==> src/rtl/branch_resolve_pkg.sv <==
// Shared types for the execute-stage branch resolution unit.
//   cmp_op_t    : compare operation selector driven into the compare unit
//   ctl_kind_t  : control-flow instruction kind offered by issue
//   brs_state_t : resolution FSM states
//   F3_*        : RV32I branch funct3 encodings
package branch_resolve_pkg;

  typedef enum logic [2:0] {
    CMP_EQ  = 3'd0,
    CMP_NE  = 3'd1,
    CMP_LT  = 3'd2,
    CMP_GE  = 3'd3,
    CMP_LTU = 3'd4,
    CMP_GEU = 3'd5
  } cmp_op_t;

  typedef enum logic [1:0] {
    KIND_NONE   = 2'd0,
    KIND_BRANCH = 2'd1,
    KIND_JAL    = 2'd2,
    KIND_JALR   = 2'd3
  } ctl_kind_t;

  typedef enum logic [1:0] {
    IDLE     = 2'd0,
    REDIRECT = 2'd1,
    SQUASH   = 2'd2
  } brs_state_t;

  localparam logic [2:0] F3_BEQ  = 3'b000;
  localparam logic [2:0] F3_BNE  = 3'b001;
  localparam logic [2:0] F3_BLT  = 3'b100;
  localparam logic [2:0] F3_BGE  = 3'b101;
  localparam logic [2:0] F3_BLTU = 3'b110;
  localparam logic [2:0] F3_BGEU = 3'b111;

endpackage

==> src/rtl/branch_compare.sv <==
// Combinational compare unit: evaluates a_i <op> b_i.
//   op_i     : cmp_op_t selector
//   a_i, b_i : operands (XLEN)
//   result_o : 1 when the relation holds
module branch_compare
  import branch_resolve_pkg::*;
#(
  parameter int XLEN = 32
) (
  input  cmp_op_t           op_i,
  input  logic [XLEN-1:0]   a_i,
  input  logic [XLEN-1:0]   b_i,
  output logic              result_o
);

  always_comb begin
    result_o = 1'b0;
    unique case (op_i)
      CMP_EQ:  result_o = (a_i == b_i);
      CMP_NE:  result_o = (a_i != b_i);
      CMP_LT:  result_o = ($signed(a_i) <  $signed(b_i));
      CMP_GE:  result_o = ($signed(a_i) >= $signed(b_i));
      CMP_LTU: result_o = (a_i <  b_i);
      CMP_GEU: result_o = (a_i >= b_i);
      default: result_o = 1'b0;
    endcase
  end

endmodule

==> src/rtl/branch_op_decode.sv <==
// Branch funct3 decoder.
//   funct3_i  : instruction funct3 field
//   op_o      : compare operation for the compare unit
//   illegal_o : funct3 has no branch meaning (010/011)
module branch_op_decode
  import branch_resolve_pkg::*;
(
  input  logic [2:0] funct3_i,
  output cmp_op_t    op_o,
  output logic       illegal_o
);

  always_comb begin
    op_o      = CMP_EQ;
    illegal_o = 1'b0;
    unique case (funct3_i)
      F3_BEQ:  op_o = CMP_EQ;
      F3_BNE:  op_o = CMP_NE;
      F3_BLT:  op_o = CMP_LT;
      F3_BGE:  op_o = CMP_GE;
      F3_BLTU: op_o = CMP_LTU;
      F3_BGEU: op_o = CMP_GEU;
      default: illegal_o = 1'b1;
    endcase
  end

endmodule

==> src/rtl/branch_resolve.sv <==
// Execute-stage branch resolution unit (RV32I).
// Resolves BRANCH/JAL/JALR against the fetch prediction, issues a held
// redirect on mispredict, then marks SQUASH_CYCLES wrong-path slots.
//   clk, rst_n            : clock, async active-low reset
//   in_*                  : issue handshake and operands
//   res_*                 : registered one-cycle result
//   redirect_*            : held fetch redirect, valid/ready handshake
//   squash                : current in_valid is wrong-path
//   stat_* (BRANCH_STATS_EN only): saturating evaluated/redirect counters
//
// state    | meaning
// IDLE     | evaluating offered instructions
// REDIRECT | holding redirect until fetch accepts, input stalled
// SQUASH   | consuming wrong-path inputs without evaluation
module branch_resolve
  import branch_resolve_pkg::*;
#(
  parameter int XLEN          = 32,
  parameter int SQUASH_CYCLES = 2
) (
  input  logic            clk,
  input  logic            rst_n,
  input  logic            in_valid,
  output logic            in_ready,
  input  logic [1:0]      in_kind,
  input  logic [2:0]      in_funct3,
  input  logic [XLEN-1:0] in_pc,
  input  logic [XLEN-1:0] in_imm,
  input  logic [XLEN-1:0] in_rs1,
  input  logic [XLEN-1:0] in_rs2,
  input  logic            in_pred_taken,
  input  logic [XLEN-1:0] in_pred_target,
  output logic            res_valid,
  output logic            res_taken,
  output logic [XLEN-1:0] res_link,
  output logic            res_illegal,
  output logic            res_misalign,
  output logic            redirect_valid,
  output logic [XLEN-1:0] redirect_pc,
  input  logic            redirect_ready,
`ifdef BRANCH_STATS_EN
  output logic [31:0]     stat_branches,
  output logic [31:0]     stat_mispredicts,
`endif
  output logic            squash
);

  localparam int CNT_W = 4;

  brs_state_t       state_q, state_d;
  logic [CNT_W-1:0] cnt_q, cnt_d;

  logic            res_valid_q, res_taken_q, res_illegal_q, res_misalign_q;
  logic [XLEN-1:0] res_link_q, rpc_q;

  cmp_op_t         cmp_op;
  logic            f3_illegal, cmp_result;
  logic            eval, is_branch, is_jump, illegal, taken, misalign;
  logic            mispredict, do_redirect;
  logic [XLEN-1:0] target, link, jalr_sum;

  branch_op_decode u_decode (
    .funct3_i  (in_funct3),
    .op_o      (cmp_op),
    .illegal_o (f3_illegal)
  );

  branch_compare #(.XLEN(XLEN)) u_compare (
    .op_i     (cmp_op),
    .a_i      (in_rs1),
    .b_i      (in_rs2),
    .result_o (cmp_result)
  );

  // Only IDLE evaluates; SQUASH accepts but discards, REDIRECT stalls.
  assign eval      = in_valid && (state_q == IDLE);
  assign is_branch = (in_kind == KIND_BRANCH);
  assign is_jump   = (in_kind == KIND_JAL) || (in_kind == KIND_JALR);
  assign illegal   = is_branch && f3_illegal;
  assign taken     = (is_branch && cmp_result && !illegal) || is_jump;

  assign jalr_sum  = in_rs1 + in_imm;
  assign target    = (in_kind == KIND_JALR) ? {jalr_sum[XLEN-1:1], 1'b0}
                                            : in_pc + in_imm;
  assign link      = in_pc + XLEN'(4);
  assign misalign  = taken && (target[1:0] != 2'b00);

  assign mispredict  = (taken != in_pred_taken) ||
                       (taken && (target != in_pred_target));
  assign do_redirect = eval && mispredict && !illegal && !misalign;

  always_comb begin
    state_d = state_q;
    cnt_d   = cnt_q;
    unique case (state_q)
      IDLE: begin
        if (do_redirect) state_d = REDIRECT;
      end
      REDIRECT: begin
        if (redirect_ready) begin
          state_d = SQUASH;
          cnt_d   = CNT_W'(SQUASH_CYCLES);
        end
      end
      SQUASH: begin
        if (in_valid) begin
          cnt_d = cnt_q - 4'd1;
          if (cnt_q == 4'd1) state_d = IDLE;
        end
      end
      default: state_d = IDLE;
    endcase
  end

  always_ff @(posedge clk or negedge rst_n) begin
    if (!rst_n) begin
      state_q        <= IDLE;
      cnt_q          <= '0;
      res_valid_q    <= 1'b0;
      res_taken_q    <= 1'b0;
      res_illegal_q  <= 1'b0;
      res_misalign_q <= 1'b0;
      res_link_q     <= '0;
      rpc_q          <= '0;
    end else begin
      state_q     <= state_d;
      cnt_q       <= cnt_d;
      res_valid_q <= eval;
      if (eval) begin
        res_taken_q    <= taken;
        res_illegal_q  <= illegal;
        res_misalign_q <= misalign;
        res_link_q     <= is_jump ? link : '0;
      end
      if (do_redirect) rpc_q <= taken ? target : link;
    end
  end

`ifdef BRANCH_STATS_EN
  logic [31:0] stat_br_q, stat_mp_q;

  always_ff @(posedge clk or negedge rst_n) begin
    if (!rst_n) begin
      stat_br_q <= '0;
      stat_mp_q <= '0;
    end else begin
      if (eval && (in_kind != KIND_NONE) && (stat_br_q != '1))
        stat_br_q <= stat_br_q + 32'd1;
      if (do_redirect && (stat_mp_q != '1))
        stat_mp_q <= stat_mp_q + 32'd1;
    end
  end

  assign stat_branches    = stat_br_q;
  assign stat_mispredicts = stat_mp_q;
`endif

  assign in_ready       = (state_q != REDIRECT);
  assign squash         = (state_q == SQUASH);
  assign redirect_valid = (state_q == REDIRECT);
  // Gate the held PC so it reads 0 whenever no redirect is pending.
  assign redirect_pc    = redirect_valid ? rpc_q : '0;

  assign res_valid    = res_valid_q;
  assign res_taken    = res_taken_q;
  assign res_link     = res_link_q;
  assign res_illegal  = res_illegal_q;
  assign res_misalign = res_misalign_q;

endmodule

==> config.mk <==
export PLATFORM = sky130hd
export DESIGN_NAME = branch_resolve
export DESIGN_NICKNAME = d
export VERILOG_FILES = /design/src/rtl/branch_resolve_pkg.sv /design/src/rtl/branch_compare.sv /design/src/rtl/branch_op_decode.sv /design/src/rtl/branch_resolve.sv
export SDC_FILE = /design/constraint.sdc
export NUM_CORES = 1
export LEC_CHECK = 0
export BUFFER_PORTS_ARGS = -buffer_cell sky130_fd_sc_hd__buf_2
export CELL_PAD_IN_SITES_DETAIL_PLACEMENT = 0
export CELL_PAD_IN_SITES_GLOBAL_PLACEMENT = 2
export CORE_ASPECT_RATIO = 0.7
export CORE_UTILIZATION = 31
export DETAILED_ROUTE_END_ITERATION = 8
export GPL_ROUTABILITY_DRIVEN = 0
export PLACE_DENSITY = 0.89
export SETUP_SLACK_MARGIN = 0.2
export SKIP_LAST_GASP = 1
export SYNTH_ARGS = -nofsm -noshare
export SYNTH_HDL_FRONTEND = slang
export SYNTH_HIERARCHICAL = 1
export SYNTH_SLANG_ARGS = --single-unit
export TNS_END_PERCENT = 30
==> constraint.sdc <==
create_clock -name clk -period 2.65 [get_ports clk]
set_clock_uncertainty 0.05 [all_clocks]
set_input_delay 0.3975 -clock clk [delete_from_list [all_inputs] [get_ports clk]]
set_output_delay 0.3975 -clock clk [all_outputs]
set_load 0.02 [all_outputs]
== Word-level counts from Yosys, hierarchy flattened ==
Cells that the tools add are included.

* Register bits: 74
* Bits in latches: 0
* Bits in writable memories: 0
* Memory bits (read-only): 0
* Output and inout bits: 71
* Logic and storage cells: 78
* Memories kept: 0

* $add $sub $neg: 4
* $mul: 0
* Div/mod/pow operators: 0
* $lt $le $gt $ge: 4
* Equal/unequal tests: 25
* Shift operators: 0
* Mux-type cells: 15
* Bitwise logic cells: 0
* Reductions and logical operators: 22

{| class="wikitable"
|+ Operators by type and width
! operator !! count
|-
| $mux 32 || 4
|-
| $add 32x32->32 || 2
|-
| $ge 32x32->1 || 2
|-
| $lt 32x32->1 || 2
|-
| $ne 32x32->1 || 2
|-
| $add 32x3->32 const B || 1
|-
| $eq 32x32->1 || 1
|-
| $eq 3x3->1 const B || 6
|-
| $pmux 3 s5 || 1
|-
| $logic_and 1x1->1 || 9
|-
| $mux 2 || 4
|-
| $mux 4 || 2
|-
| $pmux 4 s2 || 1
|-
| $eq 2x2->1 const B || 3
|-
| $eq 3x1->1 const B || 2
|-
| $eq 3x2->1 const B || 2
|-
| $logic_not 3->1 || 2
|-
| $ne 2x1->1 const B || 3
|-
| $pmux 1 s6 || 1
|-
| $pmux 2 s3 || 1
|-
| $reduce_or 6->1 || 1
|-
| $eq 2x1->1 const B || 2
|-
| $eq 4x1->1 const B || 1
|-
| $ne 2x2->1 const B || 2
|-
| 9 further kinds || 13
|}

== Logic depth before layout (Yosys ltp) ==
Gate-level depths: netlist of the first run.

* Word-level depth: 14
* Depth in mapped cells: 20
* Depth with buffers taken out: 19

== Cells and area by module ==
The synthesis of the first run kept the hierarchy.

{| class="wikitable"
|+ By module, submodules not included
! module !! instances !! cells each !! area an instance (µm²) !! sequential area each (µm²)
|-
| branch_resolve || 1 || 1112 || 8642.0 || 1851.8
|-
| branch_compare || 1 || 123 || 910.9 || 0.0
|-
| branch_op_decode || 1 || 4 || 38.8 || 0.0
|}

== Worst setup path after synthesis of the first run ==
No wires, ideal clock.

* Path kind: input to register
* From: input port in_rs2[5]
* To: register rpc_q[10]
* Setup time: 0.125 ns
* Arrival: 3.939 ns
* Required time: 2.475 ns
* Path slack: -1.464 ns
* Stages on the path: 20
* Path buffers: 1
* Cell sequence: inv_1 ha_1 a21o_1 a21o_1 a221oi_2 o21ai_1 nor3_2 mux2i_1 a211oi_2 nand2_1 o21ai_1 nand3_1 nor2_1 o311ai_0 nor4_1 nand4_1 nor4_2 a21oi_2 buf_6 mux2_4

* Cells in the longest elaborated chain, start to end: 10
* Elaborated cells between the ends (all ways): 19

{| class="wikitable"
|+ RTL lines
! element !! RTL line !! text
|-
| start, declared || branch_resolve.sv:30 || <nowiki>input logic [XLEN-1:0] in_rs2,</nowiki>
|-
| $ge 32x32->1, or another cell as far along || branch_compare.sv:24 || <nowiki>CMP_GEU: result_o = (a_i >= b_i);</nowiki>
|-
| $pmux 1 s6 (*) || branch_compare.sv:18 || <nowiki>unique case (op_i)</nowiki>
|-
| via cmp_result || branch_resolve.sv:57 || <nowiki>logic f3_illegal, cmp_result;</nowiki>
|-
| $logic_and 1x1->1 (*) (2 in a row) || branch_resolve.sv:80 || <nowiki>assign taken = (is_branch && cmp_result && !illegal) || is_jump;</nowiki>
|-
| $logic_or 1x1->1 (*) || branch_resolve.sv:80 ||
|-
| $ne 1x1->1 or $logic_and 1x1->1 (tied branches) || branch_resolve.sv:88, branch_resolve.sv:89 ||
|-
| $logic_or 1x1->1 || branch_resolve.sv:88 || <nowiki>assign mispredict = (taken != in_pred_taken) ||</nowiki>
|-
| $logic_and 1x1->1 (3 in a row) || branch_resolve.sv:90 || <nowiki>assign do_redirect = eval && mispredict && !illegal && !misalign;</nowiki>
|-
| end signal, assigned || branch_resolve.sv:135 || <nowiki>if (do_redirect) rpc_q <= taken ? target : link;</nowiki>
|-
| end, declared || branch_resolve.sv:54 || <nowiki>logic [XLEN-1:0] res_link_q, rpc_q;</nowiki>
|}

The timed path passes the listed nets; every way through them passes the cells marked *.
A chain may end at the register's enable or synchronous reset.

== Worst setup path in the final report of the first run ==
* From: input port in_imm[2]
* To: register rpc_q[14]

* Cells in the longest elaborated chain, start to end: 8
* Elaborated cells between the ends (all ways): 10

{| class="wikitable"
|+ RTL lines
! element !! RTL line !! text
|-
| start, declared || branch_resolve.sv:28 || <nowiki>input logic [XLEN-1:0] in_imm,</nowiki>
|-
| $add 32x32->32, on equally long branches || branch_resolve.sv:84, branch_resolve.sv:82 ||
|-
| $mux 32 (*) || branch_resolve.sv:83 || <nowiki>assign target = (in_kind == KIND_JALR) ? {jalr_sum[XLEN-1:1], 1'b0}</nowiki>
|-
| $ne 32x32->1 || branch_resolve.sv:89 || <nowiki>(taken && (target != in_pred_target));</nowiki>
|-
| $logic_and 1x1->1 || branch_resolve.sv:89 ||
|-
| $logic_or 1x1->1 || branch_resolve.sv:88 ||
|-
| $logic_and 1x1->1 (3 in a row) || branch_resolve.sv:90 ||
|}

Mark *: on every way between the ends. The rest lies on a longest branch, timed or not.

==> out/results.ini, run 1 <==
[synthesis]
async_reset_ff_share_pct = 100
yosys.area_share.adder_pct = 12.9
synth_area_um2 = 9590
synth_top_family_by_area = compound AO/OA/AOI/OAI gates
synth.avg_cell_area_um2 = 7.74
syn_nets = 1507
synth-compound-area-share_pct = 24.0
syn_inst = 1239
synth_edf_count = 0
synth_xor_xnor_area_share_pct = 10.5
ys_types = 82
ys.warnings.count = 6
synthSimpleGateAreaFrac_pct = 22.2
muxShareOfSynthArea_pct = 6.63
synth-seq-area-share_pct = 19.3
ys.flop_type = dfrtp_1
synth-seq-cells = 74

[sta]
finalCritPeriodShare_pct = 156
worstMarginPinSlew_ns = 0.982
fmax_ghz = 0.241
final_max_slew_viol_count = 0
slew_headroom_pct = 34.4
hold_viol_final = 0
setup_ws_ns = -1.49
setup_viol = 35
rsz0062_at_grt = yes
finalCriticalPeriod_ns = 4.14

[global_routing]
grt_antenna_before_repair = 4
grt_max_degree = 49
track_usage_pct = 24.8
overflow = 0
grt_pass1_wl_mm = 60.1
grt_pass1_vias = 10842

[detailed_routing]
dr_wl_met2_mm = 17.0
highest_layer = met5
vias = 11518
routed_via_density = 5.13
drc = 0
drtPass1Iterations = 5
drtIter0Drc = 997
route.met3.wl_mm = 2.85
wl_per_cell_um = 18.0
wl_mm = 40.3
ant_nets = 0
drt-met1-wl_mm = 19.6

[floorplanning]
die_h_um = 149
core_area_um2 = 30200
dieWidth_um = 212
io_pins = 241
num_rows = 53
start_util_pct = 31.7
die-area_um2 = 31700

[clock_tree]
clk_pin_slew_ns = 0.06
ctsHoldBuffers = 0
root_buffer = clkbuf_16
cts_tree = yes
clockBufferDepth = 2
worstSkewPairLatency_ns = 0.33
htreeDepth = 3
clock_sinks = 74
cts_buffers = 9

[cells_and_area]
fin_util_pct = 50.1
fin_area_um2 = 15100
syn_to_final_growth_pct = 57.9
final_nets = 2092
drive_gt1_share_pct = 41.9

[placement]
dpl_cell_area_um2 = 14100
numPortBuffers = 240
dp_hpwl_mm = 33.9

[worst_hold_path]
hold_class = input pin to asynchronous set/reset pin

[setup_path]
critPathKind = input pin to flop
cp-end-kind = flop
arrival_ns = 4.30
cp-start-kind = input pin
path_max_fanout = 5
cp.required_ns = 2.81

[power_and_ir_drop]
p_per_area_nw_per_um2 = 549
ir_drop_mv = 0.424
cellLeakagePower_nw = 7.48
report.power.total_mw = 8.32

[run_status]
outcome = complete, but fails checks
violations = negative setup slack

[flow_run]
cap_viol_max_count = 0

[cell usage after synthesis, types with 6 or more instances]
cell      number  area [um^2]
and2_1        34          213
nor3_1        21          105
o31ai_1        8         60.1
a21o_1        35          263
nor2b_1        8         50.1
a21boi_0       7         52.6
nand3b_1       8         60.1
xnor2_1       52          455
nand4_1       34          213
inv_1         55          206
o21bai_1      11         82.6
a21oi_1      102          510
or3_1          8         50.1
nor2_1        81          304
nand2b_1       6         37.5
nand3_1       39          195
and3_1        11         68.8
mux2i_1       23          230
clkbuf_1      44          165
xor2_1        60          526
nand2_1      150          563
o21a_1        15          113
ha_1          96         1200
mux2_4        24          360
o21ai_0      103          515
o211ai_1      19          143
a211oi_1      12         90.1
dfrtp_1       74         1850
[layout make-up]
type / count / area, um^2
diodes: 3 / 7.51
repair buffers: 626 / 4290
clock buffers: 10 / 239
well taps: 412 / 515
flip-flops and latches: 74 / 1850
fillers: 3032 / 15100
clock inverters: 6 / 138
inverters: 55 / 231
multi-input cells: 1058 / 7880
[layout by cell type (no fill, tap or decap), types with 19 or more instances in the layout]
| cell type | count |
|---|---|
| a21o_1 | 34 |
| a21oi_1 | 91 |
| and2_1 | 33 |
| buf_2 | 235 |
| buf_4 | 374 |
| dfrtp_1 | 74 |
| ha_1 | 79 |
| inv_1 | 49 |
| mux2_4 | 24 |
| mux2i_1 | 23 |
| nand2_1 | 149 |
| nand3_1 | 38 |
| nand4_1 | 34 |
| nor2_1 | 76 |
| nor3_1 | 20 |
| o211ai_1 | 19 |
| o21ai_0 | 96 |
| xnor2_1 | 49 |
| xor2_1 | 58 |
[report_power, final]
| group | switching [mW] | leakage, nW | internal [mW] |
|---|---|---|---|
| registers | 0.331 | 0.927 | 1.63 |
| clock network | 0.483 | 0.183 | 1.04 |
| logic | 2.55 | 6.37 | 2.27 |
[worst max-delay path, cell delays in order]
cell and delay [ns]:
buf_2 0.11, buf_4 0.13, ha_4 0.22, o211a_1 0.26, a211oi_2 0.30, o41a_2 0.25
a2111oi_4 0.11, or4_4 0.43, a21oi_2 0.18, xnor3_1 0.28, a2111oi_4 0.32, o2111ai_2 0.20
nor4_4 0.37, a21oi_4 0.13, buf_4 0.18, buf_16 0.14, mux2_4 0.29
[per-layer routing]
metal | track usage, % | up-vias
met1 | 37.0 | 5427
met3 | 3.68 | 46
met4 | 5.76 | 2
met5 | 0 | -
li1 | - | 5650
met2 | 36.9 | 393
[timing repair]
item	in CTS	in global routing
endpoints found under the setup margin	36	41
setup buffers	7	6
endpoints found under the hold margin	0	0
gates resized for setup	52	44
pin swaps	9	23
gates cloned	3	1
[kinds of logic after synthesis]
| family | after synthesis |
|---|---|
| adders and majority gates | 98 |
| AOI/OAI and AO/OA | 364 |
| buffers and inverters | 107 |
| xor gates and xnor gates | 113 |
| muxes | 51 |
| and+or+nand+nor | 432 |
| DFF | 74 |
[worst paths after layout]
check | start | to | slack, ns | cells after the start
setup reg to reg | state_q[0] | rpc_q[28] | 0.49 | 7
max in group asynchronous | rst_n | rpc_q[27] | 1.81 | 2
hold / removal | rst_n | res_link[6] | 0.05 | 1
hold reg to reg | res_link[9] | res_link[9] | 0.43 | 2
min in group clk | redirect_ready | state_q[0] | 0.23 | 2
setup / recovery | in_imm[2] | rpc_q[14] | -1.49 | 17
[per-stage QoR]
stage / worst slack (ns) / TNS, ns / hold slack, ns / cells
5_1_grt: -1.57 / -50.42 / 0.0898 / 2242
4_1_cts: -1.39 / -45.34 / 0.0620 / 2234
3_5_place_dp: -2.18 / -72.80 / 0.408 / 2208
3_3_place_gp: -2.05 / -68.44 / 0.398 / 2208
2_1_floorplan: -1.16 / -36.97 / 0.0519 / 1239
6_report: -1.49 / -47.53 / 0.0460 / 2244
[state kept, by name, summed over array words and instances, names as in the netlist]
register	cells
res_misalign	1
res_taken	1
rpc_q	32
res_illegal	1
state_q	2
res_link	32
cnt_q	4
res_valid	1
(Power assumes the default switching activity.)
==> run 2: changes to the inputs <==
==> constraint.sdc (replaced) <==
create_clock -name clk -period 2.65 [get_ports clk]
set_clock_uncertainty 0.05 [all_clocks]
set_input_delay 0.795 -clock clk [delete_from_list [all_inputs] [get_ports clk]]
set_output_delay 0.795 -clock clk [all_outputs]
set_load 0.02 [all_outputs]
==> run 2 against run 1 <==
Against the previous run:
- fmax down 11%
- hold slack better by 0.30 ns
- clock power down 12%
- largest power group unchanged
- critical path type unchanged
- final cell count up 0.36%
- total power down 2.5%
- via count down 1.0%
- the flow still finishes with violations (negative setup slack)
- utilization down 0.39 points
- count of clock-buffer cells in the layout unchanged
- largest cell class unchanged
- cell area down 0.78%
- die area unchanged
==> out/results.ini, run 2 (synthesis gave the netlist of run 1 again) <==
[run_status]
outcome = complete, but fails checks
violations = negative setup slack

[placement]
dp_hpwl_mm = 34.2
numPortBuffers = 240
dp_slack_ns = -2.56

[clock_tree]
ctsHoldBuffers = 0
cts_tree = yes
clock_sinks = 74
htreeDepth = 3
root_buffer = clkbuf_16
clockBufferDepth = 2
worstSkewPairLatency_ns = 0.34
cts_buffers = 9
clk_pin_slew_ns = 0.06

[power_and_ir_drop]
p_per_area_nw_per_um2 = 539
cellLeakagePower_nw = 7.45
ir_drop_mv = 0.370
report.power.total_mw = 8.11

[floorplanning]
io_pins = 241
die-area_um2 = 31700
core_area_um2 = 30200
num_rows = 53
die_h_um = 149
dieWidth_um = 212
start_util_pct = 31.7

[setup_path]
arrival_ns = 4.80
rr_endpoint = rpc_q[9]
critPathKind = input pin to flop
cpPeakStageDelay_ns = 0.39
reg2reg_slack_ns = 0.61
cp-start-kind = input pin
crit_path_start = in_rs2[5]
cp.required_ns = 2.81
path_max_fanout = 35
cpMaxStageDelayCell = a211oi_2
timing.rr.start = state_q[0]
crit_top_cell = buf_4
crit_buf_inv = 7
cp-end-kind = flop
crit_family = compound AO/OA/AOI/OAI gates
crit_chain = buf_6 -> inv_4 -> ha_4 -> a21o_1 -> a21o_1 -> a221oi_2 -> buf_4 -> o21ai_4 -> nor3_4 -> mux2i_1 -> a211oi_2 -> nand2_1 -> o21ai_4 -> buf_4 -> buf_4 -> o211ai_1 -> o211ai_1 -> a21oi_4 -> buf_4 -> clkbuf_16 -> mux2_4
worst_r2r_path_depth = 8

[sta]
setup_viol = 40
slew_headroom_pct = 60.1
fmax_ghz = 0.216
final_max_slew_viol_count = 0
finalCriticalPeriod_ns = 4.64
setup_ws_ns = -1.99
worstMarginPinSlew_ns = 0.590
finalCritPeriodShare_pct = 175
rsz0062_at_grt = yes
hold_viol_final = 0

[detailed_routing]
routed_via_density = 5.06
drc = 0
wl_per_cell_um = 17.8
drtIter0Drc = 782
wl_mm = 40.1
ant_nets = 0
vias = 11402
drtPass1Iterations = 7

[cells_and_area]
multiInputGateArea_um2 = 7770
fill_cells = 3036
final_cell_mix = 383 x buf_4, 237 x buf_2, 150 x nand2_1
drive_gt1_share_pct = 41.3
syn_to_final_growth_pct = 56.7
final_nets = 2100
layout_commonest_cell = buf_4
seqCellArea_um2 = 1850

[global_routing]
grt_antenna_before_repair = 6
grt_max_degree = 49
grt_pass1_vias = 10767
track_usage_pct = 24.4
grt_pass1_wl_mm = 59.2
overflow = 0

[flow_run]
cap_viol_max_count = 0

[worst_hold_path]
hold_class = input pin to asynchronous set/reset pin

==> run 2: changes by cell type in the layout (fill, tap and decap cells not counted), moves of 3 or more <==
cell       previous run  this run
buf_4               374       383
a2111oi_2             1         4
xnor2_2               3         0
o21ai_0              96        99
xnor2_1              49        52
buf_6                 6         3
==> run 2: final cells by class <==
| type | count | share of cell area [%] |
|---|---|---|
| multi-input combinational | 1058 | 51.7 |
| sequential | 74 | 12.3 |
| antenna | 3 | 0.0500 |
| timing repair buffer | 634 | 28.8 |
| clock buffer | 10 | 1.59 |
| clock inverter | 6 | 0.599 |
| inverter | 55 | 1.52 |
| tap | 412 | 3.43 |
==> run 2: worst max path at each step <==
stage / to / slack, ns / cells after the start
after global placement: rpc_q[8] / -2.49 / 22
after global routing: rpc_q[5] / -2.12 / 18
final: rpc_q[9] / -1.99 / 21
after detailed placement: rpc_q[8] / -2.56 / 22
after CTS: rpc_q[8] / -1.89 / 22
after floorplan: rpc_q[10] / -1.56 / 20
==> run 2: metal layers <==
layer | GRT usage, % | vias up | wire length, um
met3 | 5.14 | 33 | 2730
met5 | 0 | - | 34
met2 | 38.4 | 372 | 17200
li1 | - | 5686 | -
met1 | 34.8 | 5305 | 19600
met4 | 3.24 | 6 | 458
==> run 2: what timing repair did <==
item / CTS / global route
gates resized for setup: 6 / 58
gates cloned: 0 / 3
pin swaps: 5 / 14
buffers inserted: 2 / 9
endpoints found under the setup margin: 62 / 77
==> run 2: metrics by stage <==
step	instance area [um^2]	TNS (ns)	hold slack (ns)	utilization (%)	cells
2_1_floorplan	9770	-50.75	0.418	-	1239
3_3_place_gp	14200	-86.48	0.404	47.0	2219
3_5_place_dp	14200	-89.05	0.401	47.0	2219
4_1_cts	14600	-63.12	0.360	48.3	2237
5_1_grt	15000	-70.78	0.371	49.7	2250
6_report	15000	-64.97	0.350	49.7	2252
==> run 2: power by group <==
| group | total [mW] | switching, mW | internal [mW] | leakage (nW) |
|---|---|---|---|---|
| Combinational | 4.78 | 2.52 | 2.26 | 6.36 |
| Sequential | 1.99 | 0.354 | 1.64 | 0.927 |
| Clock | 1.34 | 0.484 | 0.851 | 0.159 |
| Total | 8.11 | 3.36 | 4.75 | 7.45 |
==> run 3: changes to the inputs <==
- CELL_PAD_IN_SITES_DETAIL_PLACEMENT: 0 -> default
- CELL_PAD_IN_SITES_GLOBAL_PLACEMENT: 2 -> default
- CORE_UTILIZATION: 31 -> 50
- PLACE_DENSITY: 0.89 -> 0.83
==> run 3 against run 2 <==
Against the previous run:
- the flow still finishes with violations (negative setup slack)
- final cell count shrank 8.7%
- flip-flop and latch count stayed put
- worst setup slack worse by 0.44 ns
- sequential power barely moved
- global-route usage increased by 17 points
- first-iteration DRC count rose by 140%
- cell area decreased by 1.5%
- critical endpoint is now rpc_q[26]
- largest cell class unchanged
==> out/results.ini, run 3 (synthesis gave the netlist of run 1 again) <==
[cells_and_area]
final_nets = 2081
layout_commonest_cell = buf_4
final_cell_mix = 364 x buf_4, 230 x buf_2, 148 x nand2_1
drive_gt1_share_pct = 41.1
syn_to_final_growth_pct = 54.4

[setup_path]
worst_r2r_path_depth = 8
reg2reg_slack_ns = 0.63
cp-end-kind = flop
arrival_ns = 5.26
crit_path_start = in_rs2[25]
critPathKind = input pin to flop
cp.required_ns = 2.82
crit_end = rpc_q[26]
path_max_fanout = 8
timing.rr.start = state_q[0]
cp-start-kind = input pin
rr_endpoint = rpc_q[1]

[floorplanning]
dieWidth_um = 168
core_area_um2 = 18400
start_util_pct = 52.1
io_pins = 241
die-area_um2 = 19800
die_h_um = 118
num_rows = 41

[global_routing]
overflow = 0
track_usage_pct = 41.1
grt_antenna_before_repair = 4
grt_pass1_wl_mm = 64.5
grt_pass1_vias = 12478
grt_max_degree = 75

[placement]
numPortBuffers = 240
dp_hpwl_mm = 31.0
dp_slack_ns = -2.36

[detailed_routing]
vias = 13102
routed_via_density = 6.37
drc = 0
drtPass1Iterations = 8
drtIter0Drc = 1890
ant_nets = 0
wl_mm = 43.7
wl_per_cell_um = 21.3

[clock_tree]
clockBufferDepth = 2
clk_pin_slew_ns = 0.06
root_buffer = clkbuf_16
worstSkewPairLatency_ns = 0.34
clock_sinks = 74
cts_tree = yes
htreeDepth = 3
cts_buffers = 9

[sta]
fmax_ghz = 0.197
slew_headroom_pct = 53.0
finalCriticalPeriod_ns = 5.08
final_max_slew_viol_count = 0
finalCritPeriodShare_pct = 192
setup_ws_ns = -2.43
fin_hold_ws_ns = 0.419
hold_viol_final = 0
setup_viol = 43
worstMarginPinSlew_ns = 0.703
rsz0062_at_grt = yes
tns_ns = -81.77

[run_status]
outcome = complete, but fails checks
violations = negative setup slack

[worst_hold_path]
hold_class = input pin to asynchronous set/reset pin

[power_and_ir_drop]
p_per_area_nw_per_um2 = 565
ir_drop_mv = 0.481
cellLeakagePower_nw = 7.41
report.power.total_mw = 8.37

[flow_run]
cap_viol_max_count = 0

==> run 3: worst min-delay path by stage <==
| stage | startpoint | end | slack, ns | depth (start not counted) |
|---|---|---|---|---|
| 3_3_place_gp | res_link[3] | res_link[3] | 0.40 | 2 |
| 4_1_cts | res_link[3] | res_link[3] | 0.41 | 2 |
| 5_1_grt | rst_n | res_link[7] | 0.45 | 2 |
| 6_report | rst_n | res_link[4] | 0.42 | 2 |
| 3_5_place_dp | res_link[3] | res_link[3] | 0.40 | 2 |
| 2_1_floorplan | cnt_q[3] | cnt_q[3] | 0.42 | 1 |
==> run 3: routing by layer <==
metal / up-vias / track usage, % / part of all wire, %
li1: 5652 / - / -
met1: 5944 / 52.7 / 37
met2: 1167 / 63.8 / 42
met3: 335 / 9.41 / 13
met4: 4 / 23.0 / 7.2
met5: - / 0 / 0.043
==> run 3: area by class of cell <==
class                      instances  area (um^2)
multi-input combinational       1058         7880
timing repair buffer             615         4210
fill                            1081         3610
sequential                        74         1850
tap                              236          295
clock buffer                      10          239
inverter                          55          234
clock inverter                     6         90.1
antenna                            3         7.51
==> run 3: through the flow <==
step / instances / utilization [%] / instance area [um^2]
6_report: 2057 / 80.4 / 14800
5_1_grt: 2055 / 80.4 / 14800
4_1_cts: 2051 / 79.5 / 14600
3_5_place_dp: 2018 / 74.8 / 13800
3_3_place_gp: 2018 / 74.8 / 13800
2_1_floorplan: 1239 / - / 9770
==> run 3: worst max-delay path: stages <==
cell	delay, ns
buf_2	0.08
inv_1	0.05
ha_4	0.27
nand2_1	0.08
nor3_4	0.26
buf_6	0.15
nand3_4	0.09
or2_4	0.27
xnor2_2	0.17
nor3_2	0.08
a211oi_2	0.24
buf_6	0.18
nand2_4	0.08
o21ai_4	0.15
nand3_2	0.11
nor2_4	0.22
o311ai_4	0.22
nor4_4	0.41
nand4_1	0.23
nor4_4	0.36
a21oi_4	0.13
buf_6	0.16
clkbuf_16	0.16
mux2_4	0.29
==> run 3: what timing repair did <==
| action | in CTS | in global routing |
|---|---|---|
| cloned | 2 | 1 |
| resized for setup | 68 | 23 |
| setup buffers | 15 | 2 |
| pin swaps | 26 | 17 |
| hold buffers | 0 | 0 |
| setup endpoints to repair | 70 | 76 |
==> run 3: where the power goes <==
group	switching (mW)	leakage [nW]	internal, mW
logic	2.75	6.32	2.25
clock network	0.516	0.159	0.852
registers	0.363	0.927	1.63
total	3.63	7.41	4.74
